`src/rtl/sram_ctrl_pkg.sv`:
```
// Shared types and helpers for the external async SRAM arbiter/sequencer.
//   state_e   : sequencer states (see sram_arbiter for the state table)
//   cnt_width : width of the strobe down-counter, sized for the longer of
//               the read and write strobe lengths
package sram_ctrl_pkg;

  typedef enum logic [2:0] {
    ST_IDLE     = 3'd0,
    ST_RD       = 3'd1,
    ST_RD_DONE  = 3'd2,
    ST_WR_SETUP = 3'd3,
    ST_WR_PULSE = 3'd4,
    ST_WR_HOLD  = 3'd5
  } state_e;

  localparam logic PORT_P0 = 1'b0;
  localparam logic PORT_P1 = 1'b1;

  // $clog2(max(rd, we) + 1), never narrower than one bit.
  function automatic int cnt_width(input int unsigned rd_cycles,
                                   input int unsigned we_cycles);
    int unsigned longest;
    longest = (rd_cycles > we_cycles) ? rd_cycles : we_cycles;
    if (longest < 1) return 1;
    return $clog2(longest + 1);
  endfunction

endpackage

```
`src/rtl/sram_rr_arb.sv`:
```
// Two-way round-robin grant for the SRAM ports.
//   clk_i, reset_b_i : clock, async active-low reset
//   req_i[1:0]       : {port 1 request, port 0 request}
//   update_i         : the sequencer is accepting the grant this cycle
//   valid_o          : at least one port is requesting
//   grant_o          : index of the port that wins (0 or 1)
// last_grant resets to port 1 so port 0 wins the first contention.
module sram_rr_arb
  import sram_ctrl_pkg::*;
(
  input  logic       clk_i,
  input  logic       reset_b_i,
  input  logic [1:0] req_i,
  input  logic       update_i,
  output logic       valid_o,
  output logic       grant_o
);

  logic last_grant_q;
  logic last_grant_d;

  always_comb begin
    valid_o = |req_i;
    grant_o = PORT_P0;
    unique case (req_i)
      2'b01:   grant_o = PORT_P0;
      2'b10:   grant_o = PORT_P1;
      2'b11:   grant_o = ~last_grant_q;
      default: grant_o = PORT_P0;
    endcase
    last_grant_d = (update_i && valid_o) ? grant_o : last_grant_q;
  end

  always_ff @(posedge clk_i or negedge reset_b_i) begin
    if (!reset_b_i) begin
      last_grant_q <= PORT_P1;
    end else begin
      last_grant_q <= last_grant_d;
    end
  end

endmodule

```
`src/rtl/sram_arbiter.sv`:
```
// Two-port arbiter and strobe sequencer for a 256Kx16 asynchronous SRAM.
// Port 0 is the CPU path, port 1 a secondary master. Every ram_* output and
// every ack/rdata is a register, so nothing combinational reaches the pads.
//   clk_i, reset_b_i          : clock, async active-low reset
//   pN_req_i/we_i/addr_i/wdata_i : request, 1=write, word address, write data
//   pN_ack_o                  : one-cycle completion strobe
//   pN_rdata_o                : read data, valid while pN_ack_o=1, else 0
//   ram_cs_b_o/oe_b_o/we_b_o  : active-low SRAM strobes
//   ram_adr_o, ram_dout_o     : address and write data to the pads
//   ram_dout_en_o             : pad driver enable
//   ram_din_i                 : data from the pads
//
// state        | meaning
// -------------+-----------------------------------------------------------
// ST_IDLE      | strobes high, bus released; grant and latch a request
// ST_RD        | cs/oe low for RD_CYCLES; ram_din captured on the last edge
// ST_RD_DONE   | cs/oe high, ack + rdata to the granted port
// ST_WR_SETUP  | cs low, address/data driven, we still high
// ST_WR_PULSE  | we low for WE_CYCLES
// ST_WR_HOLD   | we high, cs and data still driven, ack to the granted port
module sram_arbiter
  import sram_ctrl_pkg::*;
#(
  parameter int unsigned ADDR_W    = 18,
  parameter int unsigned DATA_W    = 16,
  parameter int unsigned RD_CYCLES = 2,
  parameter int unsigned WE_CYCLES = 2
) (
  input  logic              clk_i,
  input  logic              reset_b_i,
  input  logic              p0_req_i,
  input  logic              p0_we_i,
  input  logic [ADDR_W-1:0] p0_addr_i,
  input  logic [DATA_W-1:0] p0_wdata_i,
  output logic              p0_ack_o,
  output logic [DATA_W-1:0] p0_rdata_o,
  input  logic              p1_req_i,
  input  logic              p1_we_i,
  input  logic [ADDR_W-1:0] p1_addr_i,
  input  logic [DATA_W-1:0] p1_wdata_i,
  output logic              p1_ack_o,
  output logic [DATA_W-1:0] p1_rdata_o,
  output logic              ram_cs_b_o,
  output logic              ram_oe_b_o,
  output logic              ram_we_b_o,
  output logic [ADDR_W-1:0] ram_adr_o,
  output logic [DATA_W-1:0] ram_dout_o,
  output logic              ram_dout_en_o,
  input  logic [DATA_W-1:0] ram_din_i
);

  localparam int CNT_W = cnt_width(RD_CYCLES, WE_CYCLES);
  localparam logic [CNT_W-1:0] RD_LOAD = CNT_W'(RD_CYCLES - 1);
  localparam logic [CNT_W-1:0] WE_LOAD = CNT_W'(WE_CYCLES - 1);
  localparam logic [CNT_W-1:0] CNT_ONE = CNT_W'(1);

  state_e            state_q, state_d;
  logic [CNT_W-1:0]  cnt_q, cnt_d;
  logic              gnt_q, gnt_d;
  logic              cs_b_q, cs_b_d;
  logic              oe_b_q, oe_b_d;
  logic              we_b_q, we_b_d;
  logic              dout_en_q, dout_en_d;
  logic [ADDR_W-1:0] adr_q, adr_d;
  logic [DATA_W-1:0] dout_q, dout_d;
  logic              ack0_q, ack0_d;
  logic              ack1_q, ack1_d;
  logic [DATA_W-1:0] rdata0_q, rdata0_d;
  logic [DATA_W-1:0] rdata1_q, rdata1_d;

  logic              arb_valid;
  logic              arb_grant;
  logic              arb_update;
  logic              sel_we;
  logic [ADDR_W-1:0] sel_addr;
  logic [DATA_W-1:0] sel_wdata;
  logic              ack_next;

  sram_rr_arb u_arb (
    .clk_i     (clk_i),
    .reset_b_i (reset_b_i),
    .req_i     ({p1_req_i, p0_req_i}),
    .update_i  (arb_update),
    .valid_o   (arb_valid),
    .grant_o   (arb_grant)
  );

  assign sel_we    = (arb_grant == PORT_P1) ? p1_we_i    : p0_we_i;
  assign sel_addr  = (arb_grant == PORT_P1) ? p1_addr_i  : p0_addr_i;
  assign sel_wdata = (arb_grant == PORT_P1) ? p1_wdata_i : p0_wdata_i;

  always_comb begin
    state_d    = state_q;
    cnt_d      = cnt_q;
    gnt_d      = gnt_q;
    adr_d      = adr_q;
    dout_d     = dout_q;
    arb_update = 1'b0;
    rdata0_d   = '0;
    rdata1_d   = '0;

    unique case (state_q)
      ST_IDLE: begin
        if (arb_valid) begin
          arb_update = 1'b1;
          gnt_d      = arb_grant;
          adr_d      = sel_addr;
          if (sel_we) begin
            dout_d  = sel_wdata;
            state_d = ST_WR_SETUP;
          end else begin
            cnt_d   = RD_LOAD;
            state_d = ST_RD;
          end
        end
      end
      ST_RD: begin
        if (cnt_q == '0) begin
          state_d = ST_RD_DONE;
          if (gnt_q == PORT_P1) rdata1_d = ram_din_i;
          else                  rdata0_d = ram_din_i;
        end else begin
          cnt_d = cnt_q - CNT_ONE;
        end
      end
      ST_RD_DONE: state_d = ST_IDLE;
      ST_WR_SETUP: begin
        cnt_d   = WE_LOAD;
        state_d = ST_WR_PULSE;
      end
      ST_WR_PULSE: begin
        if (cnt_q == '0) state_d = ST_WR_HOLD;
        else             cnt_d   = cnt_q - CNT_ONE;
      end
      ST_WR_HOLD: state_d = ST_IDLE;
      default:    state_d = ST_IDLE;
    endcase

    // Strobes are decoded from the next state so they change on the same
    // edge as the state register and stay glitch-free registered outputs.
    cs_b_d    = (state_d == ST_IDLE) || (state_d == ST_RD_DONE);
    oe_b_d    = (state_d != ST_RD);
    we_b_d    = (state_d != ST_WR_PULSE);
    dout_en_d = (state_d == ST_WR_SETUP) || (state_d == ST_WR_PULSE) ||
                (state_d == ST_WR_HOLD);
    ack_next  = (state_d == ST_RD_DONE) || (state_d == ST_WR_HOLD);
    ack0_d    = ack_next && (gnt_d == PORT_P0);
    ack1_d    = ack_next && (gnt_d == PORT_P1);
  end

  always_ff @(posedge clk_i or negedge reset_b_i) begin
    if (!reset_b_i) begin
      state_q   <= ST_IDLE;
      cnt_q     <= '0;
      gnt_q     <= PORT_P0;
      cs_b_q    <= 1'b1;
      oe_b_q    <= 1'b1;
      we_b_q    <= 1'b1;
      dout_en_q <= 1'b0;
      adr_q     <= '0;
      dout_q    <= '0;
      ack0_q    <= 1'b0;
      ack1_q    <= 1'b0;
      rdata0_q  <= '0;
      rdata1_q  <= '0;
    end else begin
      state_q   <= state_d;
      cnt_q     <= cnt_d;
      gnt_q     <= gnt_d;
      cs_b_q    <= cs_b_d;
      oe_b_q    <= oe_b_d;
      we_b_q    <= we_b_d;
      dout_en_q <= dout_en_d;
      adr_q     <= adr_d;
      dout_q    <= dout_d;
      ack0_q    <= ack0_d;
      ack1_q    <= ack1_d;
      rdata0_q  <= rdata0_d;
      rdata1_q  <= rdata1_d;
    end
  end

  assign p0_ack_o      = ack0_q;
  assign p1_ack_o      = ack1_q;
  assign p0_rdata_o    = rdata0_q;
  assign p1_rdata_o    = rdata1_q;
  assign ram_cs_b_o    = cs_b_q;
  assign ram_oe_b_o    = oe_b_q;
  assign ram_we_b_o    = we_b_q;
  assign ram_adr_o     = adr_q;
  assign ram_dout_o    = dout_q;
  assign ram_dout_en_o = dout_en_q;

endmodule

```
`config.mk`:
```
export PLATFORM = sky130hd
export DESIGN_NAME = sram_arbiter
export DESIGN_NICKNAME = d
export VERILOG_FILES = /design/src/rtl/sram_ctrl_pkg.sv /design/src/rtl/sram_rr_arb.sv /design/src/rtl/sram_arbiter.sv
export SDC_FILE = /design/constraint.sdc
export NUM_CORES = 1
export LEC_CHECK = 0
export ABC_AREA = 0
export BUFFER_PORTS_ARGS = -buffer_cell sky130_fd_sc_hd__buf_4
export CORE_MARGIN = 5
export CORE_UTILIZATION = 49
export DETAILED_ROUTE_END_ITERATION = 7
export MAX_ROUTING_LAYER = met4
export PLACE_DENSITY = 0.92
export SETUP_SLACK_MARGIN = 0.1
export SYNTH_ARGS = -nofsm -noshare
export SYNTH_HDL_FRONTEND = slang
export SYNTH_SLANG_ARGS = --single-unit
```
`constraint.sdc`:
```
create_clock -name clk_i -period 3.65 [get_ports clk_i]
set_input_delay 0.73 -clock clk_i [delete_from_list [all_inputs] [get_ports clk_i]]
set_output_delay 0.73 -clock clk_i [all_outputs]
set_load 0.02 [all_outputs]
```
==> flow_summary.json, run 1 <==
{
  "fin_worst_skew_ns": 0.00813,
  "clock_power_share": 0.192,
  "tns_ns": 0,
  "clock-sinks": 79,
  "p_comb_frac": 0.421,
  "path_delay_family": "buffers and inverters",
  "status": "completed",
  "p_leak_nw": 2.43,
  "tightestPinTransition_ns": 1.08,
  "worstSetupStartpoint": "p1_req_i",
  "cts_hold_buf": 0,
  "ios": 162,
  "met1_length_mm": 3.38,
  "arrival_ns": 2.27,
  "yosys.area.top_type": "dfrtp_1",
  "max_stage_delay_ns": 0.51,
  "drv_cap": 0,
  "synth.area.top_cells": "dfrtp_1 (58%), mux2i_1 (11%), o21ai_0 (6.8%)",
  "dieArea_um2": 8320,
  "setup_violations": 0,
  "cts.clk_slew.worst_paths_ns": 0.08,
  "finalCriticalPeriod_ns": 2.05,
  "dr.max_layer_used": "met4",
  "synth_top_cell_area_share": 0.581,
  "hold_viol": 0,
  "area_delta_synth_final_pct": 45.4,
  "maxSlewHeadroom": 0.278,
  "post_cts_resized": 0,
  "rrSetupSlack_ns": 1.72,
  "wl_per_cell_um": 17.4,
  "grt_max_degree": 80,
  "wl_mm": 8.94,
  "grt_pass1_vias": 2941,
  "critPathCaptureType": "register",
  "grt_util_all_layers": 0.225,
  "yosysWarnings": 0,
  "clock_latency_ns": 0.34,
  "r2r-end": "p0_rdata_o[15]",
  "dr.pass1.iters": 4,
  "cts_setup_buffers": 0,
  "post_synth_inst_count": 275,
  "die_h_um": 91.2,
  "cts_tree": "done",
  "seq_area_frac_synth": 0.613,
  "clock_path_buffers": 2,
  "die_w_um": 91.2,
  "h-tree-depth": 3,
  "grt_overflow": 0,
  "hp-class": "reg2reg",
  "initial_core_util": 0.506,
  "ant_nets": 0,
  "startpoint_type": "input port",
  "synth.distinct_cells": 34,
  "power_density_nw_per_um2": 727,
  "period_share": 0.561,
  "placementRows": 29,
  "dp_hpwl_mm": 6.69,
  "layout-drive-gt1-share": 0.434,
  "swShare": 0.386,
  "path_cells": "buf_4 > a21boi_4 > buf_4 > nor2b_1 > o221ai_1 > mux2_2",
  "cp.depth": 6,
  "fin_nets": 524,
  "power.share.sequential": 0.387,
  "drc": 0,
  "cts_buffers": 9,
  "fp.coreArea_um2": 6390,
  "grt_pass1_wl_mm": 14.4,
  "r2r_start": "cnt_q[0]",
  "io_buffers": 161,
  "rsz0062_at_grt": "no",
  "path_class": "in2reg",
  "ir_drop_uv": 617,
  "cts_root_buf": "clkbuf_8",
  "r2r_cells": 5,
  "wl_met3_um": 698,
  "cp_common_cell": "buf_4",
  "diodes": 0,
  "cp.buffers_inverters": 2,
  "required_ns": 3.87,
  "vias": 2692,
  "wl_met2_mm": 4.69,
  "drtIter0Drc": 105,
  "max_freq_ghz": 0.488,
  "grt_antenna_before_repair": 0,
  "routabilityCongestion": 0.793,
  "cp_slowest_cell": "buf_4",
  "crit_fanout": 36,
  "total_power_mw": 3.42,
  "p_int_mw": 2.10,
  "endpoint": "cnt_q[0]",
  "synth.avg_cell_area_um2": 11.8,
  "synth_nets": 366,
  "via_per_inst": 5.23,
  "power_switching_mw": 1.32,
  "drv_slew": 0,
  "ys_seq_elements": 79,
  "netlist_area_um2": 3230
}
## per-layer routing
layer | global-route usage | up-vias
li1 | - | 1246
met1 | 0.254 | 1306
met2 | 0.375 | 125
met3 | 0.0818 | 15
met4 | 0.0660 | 0
met5 | - | -
## through the flow
step                      hold slack, ns  area (um2)  std cells  utilization  setup WS [ns]
after floorplan                    0.434        3230        275            -           1.80
after global placement             0.466        4490        499        0.704           1.34
after detailed placement           0.476        4490        499        0.704           1.25
after CTS                          0.495        4700        515        0.736           1.61
after global routing               0.532        4700        515        0.736           1.49
final                              0.492        4700        515        0.736           1.60
## state kept, by name (all words and copies together) (netlist names), 2 cells and up
| register | count |
|---|---|
| ram_adr_o | 18 |
| p1_rdata_o | 16 |
| ram_dout_o | 16 |
| state_q | 3 |
| p0_rdata_o | 16 |
| cnt_q | 2 |
## tightest hold or removal path: cells and delay by family, from the launching register on
family	cells	cell delay (ns)
flops	1	0.35
simple gates	1	0.05
compound gates	1	0.06
## cells in the final DEF, fill, tap and decap left out, drive strengths merged, types with 3 or more instances in the layout
master and instances:
clkinv 3, mux2i 36, nor2 3, dfrtp 75, nor2b 3, nand2 24, and2 32, inv 5
o21ai 53, clkbuf 10, buf 162, dfstp 4, nand2b 5, a21oi 4
## logic make-up after synthesis
logic type      Yosys count  share of synthesized area
compound gates           65                      0.108
mux                      38                      0.122
simple gates             73                      0.125
buf+inv                  19                     0.0275
flops                    79                      0.613
fa+ha+maj                 1                    0.00387
## power by group through the flow
| stage | clock [mW] | sequential [mW] | combinational [mW] |
|---|---|---|---|
| global placement | 0 | 1.32 | 1.39 |
| detailed placement | 0 | 1.33 | 1.46 |
| floorplan | 0 | 1.60 | 0.533 |
| global route | 0.719 | 1.36 | 1.56 |
| CTS | 0.669 | 1.32 | 1.46 |
| finish | 0.656 | 1.32 | 1.44 |
## cells in the mapped netlist
cell / number
a21oi_1: 4
nor3_1: 1
mux2i_1: 35
a22o_1: 1
nand3_1: 1
o21ai_0: 44
dfstp_2: 4
mux2i_4: 1
inv_1: 4
or2_2: 1
nand2_1: 24
nor3_4: 1
dfrtp_1: 75
a22oi_1: 1
clkbuf_1: 8
clkbuf_2: 1
nand2b_4: 1
a221oi_1: 1
buf_6: 1
mux2_2: 2
and2_1: 32
o21ai_1: 9
and3_1: 1
buf_4: 1
buf_2: 4
ha_1: 1
a31oi_1: 1
nor2b_1: 3
nor2_1: 3
o21a_1: 2
nor3b_1: 1
nand2b_1: 4
o221ai_1: 1
a21boi_1: 1
## worst min path at each step
stage,startpoint,to,slack (ns),depth (start not counted)
after floorplan,reset_b_i,cnt_q[0],0.43,0
after global placement,ram_adr_o[17],ram_adr_o[17],0.47,2
after detailed placement,ram_adr_o[3],ram_adr_o[3],0.48,2
after CTS,ram_adr_o[3],ram_adr_o[3],0.49,2
after global routing,ram_adr_o[2],ram_adr_o[2],0.53,2
final,ram_adr_o[3],ram_adr_o[3],0.49,2
## area by class of cell
type | instances | area, um2
Clock buffer | 10 | 138
Clock inverter | 6 | 68.8
Fill cell | 456 | 1690
Inverter | 4 | 15.0
Multi-Input combinational cell | 177 | 1180
Sequential cell | 79 | 1980
Tap cell | 77 | 96.3
Timing Repair Buffer | 162 | 1220
Note: power is estimated with default switching activity, not from simulation.
==> run 2, diff against run 1 <==
--- a/config.mk
+++ b/config.mk
@@ -8,10 +8,10 @@
 export ABC_AREA = 0
 export BUFFER_PORTS_ARGS = -buffer_cell sky130_fd_sc_hd__buf_4
 export CORE_MARGIN = 5
-export CORE_UTILIZATION = 49
+export CORE_UTILIZATION = 41
 export DETAILED_ROUTE_END_ITERATION = 7
 export MAX_ROUTING_LAYER = met4
-export PLACE_DENSITY = 0.92
+export PLACE_DENSITY = 0.83
 export SETUP_SLACK_MARGIN = 0.1
 export SYNTH_ARGS = -nofsm -noshare
 export SYNTH_HDL_FRONTEND = slang
==> constraint.sdc (replaced) <==
create_clock -name clk_i -period 1.8 [get_ports clk_i]
set_input_delay 0.36 -clock clk_i [delete_from_list [all_inputs] [get_ports clk_i]]
set_output_delay 0.36 -clock clk_i [all_outputs]
set_load 0.02 [all_outputs]
==> run 2 against run 1 <==
  * Sequential cell count stayed put
  * Via count fell by 0.52%
  * Worst setup slack worse by 1.4 ns
  * Combinational power grew 110%
  * Clock power grew 110%
  * Sequential power increased by 100%
  * Die area is 17% higher
  * Critical path depth fell by 2
  * Utilization shrank 11 points
  * Clock skew up 0.0017 ns
  * Sequential share of layout area decreased by 1.2 points
  * Highest routed layer unchanged
==> flow_summary.json, run 2 (synthesis results as in run 1) <==
{
  "cp.buffers_inverters": 0,
  "clock-sinks": 79,
  "path_delay_family": "flip-flops",
  "grt_pass1_vias": 3004,
  "wl_per_cell_um": 15.5,
  "min_delay_path_depth": 2,
  "cp_slowest_cell": "dfstp_2",
  "grt_max_degree": 53,
  "grt_pass1_wl_mm": 13.9,
  "via_per_inst": 4.90,
  "die_w_um": 98.8,
  "setup_violations": 0,
  "r2r_start": "u_arb.last_grant_q",
  "p_leak_nw": 2.48,
  "rsz0062_at_grt": "no",
  "path_class": "reg2reg",
  "tns_ns": 0,
  "tightestPinTransition_ns": 0.398,
  "diodes": 0,
  "dieArea_um2": 9760,
  "die_h_um": 98.8,
  "finalCriticalPeriod_ns": 1.59,
  "fp.coreArea_um2": 7690,
  "clock_latency_ns": 0.35,
  "hp-class": "in2reg",
  "fin_nets": 531,
  "ir_drop_uv": 681,
  "h-tree-depth": 3,
  "required_ns": 2.03,
  "placementRows": 32,
  "mostFrequentLayoutCell": "buf_4",
  "layout-drive-gt1-share": 0.449,
  "fin_worst_skew_ns": 0.00988,
  "io_buffers": 161,
  "area_delta_synth_final_pct": 49.7,
  "cts.clk_slew.worst_paths_ns": 0.09,
  "drtIter0Drc": 95,
  "grt_antenna_before_repair": 0,
  "r2r_cells": 4,
  "max_freq_ghz": 0.631,
  "cts_root_buf": "clkbuf_8",
  "r2r-end": "cnt_q[0]",
  "grt_overflow": 0,
  "ant_nets": 0,
  "cts_tree": "done",
  "crit_fanout": 5,
  "power_density_nw_per_um2": 1450,
  "vias": 2678,
  "period_share": 0.881,
  "holdCritStartpoint": "ram_din_i[6]",
  "critPathCaptureType": "register",
  "drv_cap": 0,
  "dr.pass1.iters": 4,
  "maxSlewHeadroom": 0.735,
  "path_cells": "a21boi_4 > nor2b_1 > o221ai_1 > mux2_2",
  "max_stage_delay_ns": 0.59,
  "startpoint_type": "register",
  "final_cell_mix": "buf_4 (165), dfrtp_1 (74), o21ai_0 (44)",
  "drc": 0,
  "ios": 162,
  "clock_path_buffers": 2,
  "routabilityCongestion": 0.921,
  "grt_util_all_layers": 0.184,
  "rrSetupSlack_ns": 0.21,
  "cts_buffers": 9,
  "arrival_ns": 1.82,
  "wl_mm": 8.47,
  "status": "completed",
  "drv_slew": 0,
  "hold_viol": 0,
  "initial_core_util": 0.420,
  "largest_reg_flops": 18,
  "fin_util": 0.629,
  "dp_hpwl_mm": 6.53,
  "min_to": "p1_rdata_o[6]"
}
==> run 2: cell types whose count changed in the layout (fill, tap and decap cells not counted), sizes merged <==
cell,change
buf,+6
inv,+2
clkbuf,-1
clkinvlp,-1
dlygate4sd3,+1
==> run 2: power by group <==
part | switching [mW] | internal (mW) | total (mW)
clock | 0.712 | 0.677 | 1.39
sequential | 0.309 | 2.35 | 2.66
combinational | 1.67 | 1.31 | 2.99
total | 2.69 | 4.34 | 7.03
==> run 2: worst max-delay path by stage <==
stage | from | endpoint | slack (ns) | cells past startpoint
2_1_floorplan | u_arb.last_grant_q | cnt_q[0] | 0.22 | 5
3_3_place_gp | state_q[1] | cnt_q[0] | 0.23 | 4
3_5_place_dp | cnt_q[0] | cnt_q[0] | 0.15 | 5
4_1_cts | cnt_q[0] | cnt_q[0] | 0.14 | 5
5_1_grt | state_q[1] | cnt_q[0] | 0.12 | 4
6_report | u_arb.last_grant_q | cnt_q[0] | 0.21 | 4
==> run 2: layout make-up <==
cell class | count | area, um2
Clock buffer | 9 | 124
Clock inverter | 7 | 90.1
Fill cell | 632 | 2850
Inverter | 4 | 15.0
Multi-Input combinational cell | 177 | 1190
Sequential cell | 79 | 1980
Tap cell | 102 | 128
Timing Repair Buffer | 169 | 1310
==> run 2: per-stage QoR <==
| stage | worst slack, ns | area [um2] | power [mW] | cells | hold WS, ns |
|---|---|---|---|---|---|
| final | 0.214 | 4840 | 7.03 | 547 | 0.222 |
| after CTS | 0.143 | 4830 | 7.12 | 547 | 0.205 |
| after global placement | 0.230 | 4610 | 5.60 | 530 | 0.308 |
| after floorplan | 0.221 | 3230 | 4.32 | 275 | 0.0644 |
| after global routing | 0.124 | 4840 | 7.54 | 547 | 0.203 |
| after detailed placement | 0.151 | 4610 | 5.72 | 530 | 0.317 |
==> run 2: layer usage <==
layer,track usage,part of all wire
met1,0.209,0.39
met2,0.298,0.50
met3,0.0722,0.10
met4,0.0588,0.017
met5,-,0
==> run 2: repair_timing <==
action	4_1_cts	5_1_grt
gates resized for setup	0	4
hold endpoints to repair	25	0
hold buffers	1	0
setup endpoints to repair	0	17
buffers inserted	0	0
